<file path="config.mk">
export PLATFORM = sky130hd
export DESIGN_NAME = demux3_stage
export DESIGN_NICKNAME = d
export VERILOG_FILES = /design/src/rtl/demux3_stage.sv
export SDC_FILE = /design/constraint.sdc
export NUM_CORES = 1
export LEC_CHECK = 0
export ABC_AREA = 1
export BUFFER_PORTS_ARGS = -buffer_cell sky130_fd_sc_hd__buf_4
export CAP_MARGIN = 10
export CORE_ASPECT_RATIO = 1.2
export CORE_MARGIN = 2
export CORE_UTILIZATION = 35
export CTS_BUF_LIST = sky130_fd_sc_hd__clkbuf_4 sky130_fd_sc_hd__clkbuf_8
export DETAILED_ROUTE_END_ITERATION = 10
export SLEW_MARGIN = 30
export SYNTH_ARGS = -nofsm -noshare
export SYNTH_HDL_FRONTEND = slang
export SYNTH_SLANG_ARGS = --single-unit
</file>
<file path="constraint.sdc">
create_clock -name clk -period 2.2 [get_ports clk]
set_input_delay 0.33 -clock clk [delete_from_list [all_inputs] [get_ports clk]]
set_output_delay 0.33 -clock clk [all_outputs]
set_load 0.005 [all_outputs]
</file>
<file path="src/rtl/demux3_stage.sv">
// One-entry registered 1-to-3 demultiplexer: a producer word is captured with its
// destination select and presented on a shared data bus to exactly one consumer.
module demux3_stage #(
   parameter int DATA_WIDTH = 32
) (
   input  logic                  clk,
   input  logic                  rstn,
   input  logic                  en,
   input  logic                  in_valid,
   output logic                  in_ready,
   input  logic [1:0]            in_sel,
   input  logic [DATA_WIDTH-1:0] in_data,
   output logic                  out_valid_a,
   output logic                  out_valid_b,
   output logic                  out_valid_c,
   input  logic                  out_ready_a,
   input  logic                  out_ready_b,
   input  logic                  out_ready_c,
   output logic [DATA_WIDTH-1:0] out_data,
   output logic                  err_sel,
   input  logic                  err_clr
);

   // Handshake: a transfer happens on an edge where valid && ready are both high.
   // in_ready depends combinationally on the selected consumer's ready so a word
   // can be replaced in the same cycle it drains (one word per cycle).

   localparam logic [1:0] SEL_A   = 2'b00;
   localparam logic [1:0] SEL_B   = 2'b01;
   localparam logic [1:0] SEL_C   = 2'b10;
   localparam logic [1:0] SEL_BAD = 2'b11;

   logic                  full_q, full_d;
   logic [1:0]            dest_q, dest_d;
   logic [DATA_WIDTH-1:0] hold_q, hold_d;
   logic                  err_q, err_d;

   logic active;
   logic tgt_ready;
   logic drain;
   logic accept;
   logic accept_legal;
   logic accept_bad;

   assign active = rstn && en;

   always_comb begin
      tgt_ready = 1'b0;
      case (dest_q)
         SEL_A:   tgt_ready = out_ready_a;
         SEL_B:   tgt_ready = out_ready_b;
         SEL_C:   tgt_ready = out_ready_c;
         default: tgt_ready = 1'b0;
      endcase
   end

   assign drain        = active && full_q && tgt_ready;
   assign in_ready     = active && (!full_q || drain);
   assign accept       = in_valid && in_ready;
   assign accept_legal = accept && (in_sel != SEL_BAD);
   assign accept_bad   = accept && (in_sel == SEL_BAD);

   always_comb begin
      full_d = full_q;
      dest_d = dest_q;
      hold_d = hold_q;
      if (accept_legal) begin
         full_d = 1'b1;
         dest_d = in_sel;
         hold_d = in_data;
      end else if (drain) begin
         full_d = 1'b0;
      end
   end

   // A set in the same cycle as a clear must win so no illegal transfer is lost.
   always_comb begin
      err_d = err_q;
      if (accept_bad) begin
         err_d = 1'b1;
      end else if (err_clr) begin
         err_d = 1'b0;
      end
   end

   always_ff @(posedge clk) begin
      if (!rstn) begin
         full_q <= 1'b0;
         dest_q <= SEL_A;
         hold_q <= '0;
         err_q  <= 1'b0;
      end else begin
         full_q <= full_d;
         dest_q <= dest_d;
         hold_q <= hold_d;
         err_q  <= err_d;
      end
   end

   // Outputs are forced quiet while reset is asserted, even before the reset edge.
   assign out_valid_a = active && full_q && (dest_q == SEL_A);
   assign out_valid_b = active && full_q && (dest_q == SEL_B);
   assign out_valid_c = active && full_q && (dest_q == SEL_C);
   assign out_data    = (rstn && full_q) ? hold_q : '0;
   assign err_sel     = err_q;

endmodule

</file>
# After elaboration in Yosys (flattened, before gate mapping)
# Cells that the tools add are included.
# op_classes
n_eq_ne,4
mux,6
reduce_logical,16
# ops
operator,count
2-to-1 mux 32 bit,1
logical AND 1 bit,11
"== test 2 bit, second input constant",2
2-to-1 mux 1 bit,4
nonzero test 2 bit,2
one-hot mux 1 bit (3 select lines),1
"== test 2 x 1 -> 1 bit, second input constant",1
zero test 2 bit,1
"!= test 2 bit, second input constant",1
zero test 1 bit,1
logical OR 1 bit,1
# word_totals
register_bits,36
inputBits,42
output_inout_bits,37

# Depth between registers and ports, before layout
# depth
word_depth,8
ltp_mapped,10
mapped_depth_nobuf,9

# Least setup slack after synthesis
# OpenSTA, ideal clock, no wires.
# synth_timing
path_type,register to output
startpoint,reg dest_q[1]
endpoint,out in_ready
t_arrival_ns,1.003
required_ns,1.870
setup_slack_ns,0.867
path_stages_with_launch,7
n_path_buf,1
path_cell_list,dfxtp_1 > inv_1 > nand3_1 > nand2_1 > nor2_1 > a21oi_4 > buf_2
# synth_between
elab_chain_cells,5
# synth_rtl
element,line_no,rtl
"start, declared",34,"logic [1:0] dest_q, dest_d;"
"start signal, assigned",94,dest_q <= dest_d;
== test 2 bit (tied with other cells),49,case (dest_q)
one-hot mux 1 bit (3 select lines) *,49,
logical AND 1 bit *,57,assign drain = active && full_q && tgt_ready;
logical OR 1 bit *,58,assign in_ready = active && (!full_q || drain);
logical AND 1 bit *,58,
"end, declared",10,"output logic in_ready,"
# Every way passes the cells marked *; elsewhere a longest branch is shown, timed or not.

# Final worst setup path
# Same ends and word-level chain as after synthesis.

==> flow_summary_export.csv <==
group,metric,value,unit
layout,nNetsFinal,466,
worst_hold_path,holdCritPathClass,"input port to register",
power_and_ir_drop,ir_drop,0.239,mV
cts,cts_max_level,2,
worst_setup_path,path_class,"register to output port",
placed_design,port_buffers,78,
cts,cts_tree,"yes",
layout,fin_cells,505,
worst_hold_path,worstHoldStart,"err_clr",
floorplanning,ios,79,
synthesis,ys_warn_count,0,
timing,finClkSkew,3.73,ps
route,drtPass1Iterations,4,
layout,syn_to_final_growth,35.2,%
worst_hold_path,min_path_cells,4,
cts,cts.clk_slew.worst_paths,70,ps
worst_setup_path,r2r_setup_slack,410,ps
synthesis,synth_area,0.00208,mm^2
worst_setup_path,reg2reg_depth,8,
floorplanning,initial_utilization,36.4,%
global_routing,grt_overflow,0,
global_routing,grt_max_degree,37,
worst_setup_path,reg2reg_from,"full_q",
route,routedWlPerCell,9.77,um
timing,setup_viol,0,
timing,hold-worst-slack,325,ps
cts,clockBufferDepth,2,
route,viasPerCell,4.19,
route,route.met2.wl,2.54,mm
floorplanning,die_area,0.00657,mm^2
cts,cts_root_buffer,"clkbuf_8",
worst_setup_path,setup.worst_path.end_class,"output port",
timing,max-slew-margin-rel,67.0,%
timing,finalCritPeriodShare,85.3,%
cts,cts_setup_buffers,0,
route,m1WireLength,2.14,mm
synthesis,ys_seq_elements,36,
timing,min_period,1880,ps
route,drc,0,
synthesis,synthesis.nets,396,
timing,hold_violations,0,
route,drtAntennaViolNets,0,
route,highest_layer,"met4",
timing,rsz0062_at_grt,"no",
synthesis,synth_cells,354,
synthesis,synth_area_per_cell,5.87,um^2
timing,drv_slew,0,
global_routing,antenna_found_initial,0,
worst_hold_path,min_to,"err_sel",
global_routing,grt_use_total,16.3,%
layout,mostFrequentLayoutCell,"inv_1",
layout,final_cell_mix,"inv_1, buf_4, nand2_1",
placed_design,gp_congestion,0.730,
worst_setup_path,r2r-end,"hold_q[7]",
route,totalWireLength,4.94,mm
power_and_ir_drop,power.density,510,mW/mm^2
layout,fillCellCount,649,
floorplanning,rows,30,
global_routing,grt_first_pass_wirelength,8.42,mm
synthesis,yosys.cell_types.count,17,
outcome,status,"finished, final reports clean",
floorplanning,fp.dieH,88.4,um
cts,clock_sinks,36,
floorplanning,core-area,0.00571,mm^2
worst_setup_path,critPathArrivalTime,1550,ps
power_and_ir_drop,p_leak,1.58,nW
synthesis,yosysSeqAreaShare,34.7,%
worst_setup_path,required,1870,ps
cts,ctsResizeCount,0,
timing,worstMarginPinSlew,495,ps
cts,cts_hold_buf,0,
floorplanning,die_x,74.3,um
layout,diodes,0,
worst_setup_path,critPathMaxFanout,15,
route,drtIter0Drc,57,
layout,drive_above_1_share,22.6,%
job,drv_cap,0,
placed_design,dp_hpwl,3.51,mm
route,wl_met3,201,um
route,via_count,2114,
cts,cts_made_buffers,5,
timing,fmax,533,MHz
worst_setup_path,worstSetupStartpointType,"register",
global_routing,grt_pass1_vias,2019,
placed_design,post-place-cells,497,
timing,setup_tns,0,ps
cts,clk_latency,280,ps
[through the flow]
stage | util, % | area, um^2 | setup slack [ps] | total power, W
final | 49.2 | 2810 | 324 | 0.00143
after global placement | 47.5 | 2710 | 256 | 0.000951
after detailed placement | 47.5 | 2710 | 205 | 0.000954
after CTS | 49.2 | 2810 | 301 | 0.00146
after floorplan | - | 2080 | 867 | 0.000860
after global routing | 49.2 | 2810 | 157 | 0.00152
[worst max-delay path, cell delays in order, from the launching register on]
cell and delay [ps]:
dfxtp_1 330, inv_1 120, nand3_1 100, nand2_1 80
nor2_1 60, a21oi_4 380, buf_4 190
[flip-flops by register name, summed over array words and instances, names as in the netlist]
| name | cells |
|---|---|
| err_sel | 1 |
| dest_q | 2 |
| full_q | 1 |
| hold_q | 32 |
[layer usage]
metal  vias up  track usage (%)
li1       1155                -
met1       893             18.7
met2        58             30.2
met3         8             3.08
met4         0             5.03
met5         -                0
[cell usage after synthesis]
cell type	number	area share, %
nor3_1	3	0.72
nand3_1	6	1.4
a21boi_0	1	0.36
buf_1	5	0.90
dfxtp_1	36	35
a21oi_4	1	0.78
nand3b_1	1	0.36
buf_6	3	1.6
nand2_2	2	0.60
nand4_4	1	1.0
nand4_1	32	9.6
clkbuf_1	8	1.4
buf_2	4	0.96
nand2_1	75	14
inv_1	108	20
nor2_1	67	12
nor2_2	1	0.30
[final cells by class]
class / count / area (um^2) / area share, %
sequential: 36 / 721 / 25.7
clock buffer: 8 / 97.6 / 3.47
tap: 80 / 100 / 3.56
inverter: 108 / 405 / 14.4
multi-input combinational: 190 / 850 / 30.2
timing repair buffer: 83 / 636 / 22.6
[logic make-up (layout without fill, tap and decap cells)]
logic type      after synthesis  after routing  synth area share [%]
simple gates                188            188                  39.7
compound gates                2              2                  1.14
flops                        36             36                  34.7
buf+inv                     128            199                  24.4
[power breakdown]
part	switching [W]	internal, W
Combinational	0.000137	0.000109
Clock	0.000216	0.000280
Sequential	0.00000882	0.000682
Total	0.000362	0.00107
[how the worst max path moves through the flow]
stage	slack, ps	from	endpoint
finish	320	dest_q[1]	in_ready
global route	160	dest_q[0]	in_ready
CTS	300	dest_q[1]	in_ready
detailed placement	210	rstn	hold_q[7]
global placement	260	rstn	hold_q[15]
floorplan	870	dest_q[1]	in_ready
Note: power is estimated with default switching activity, not from simulation.
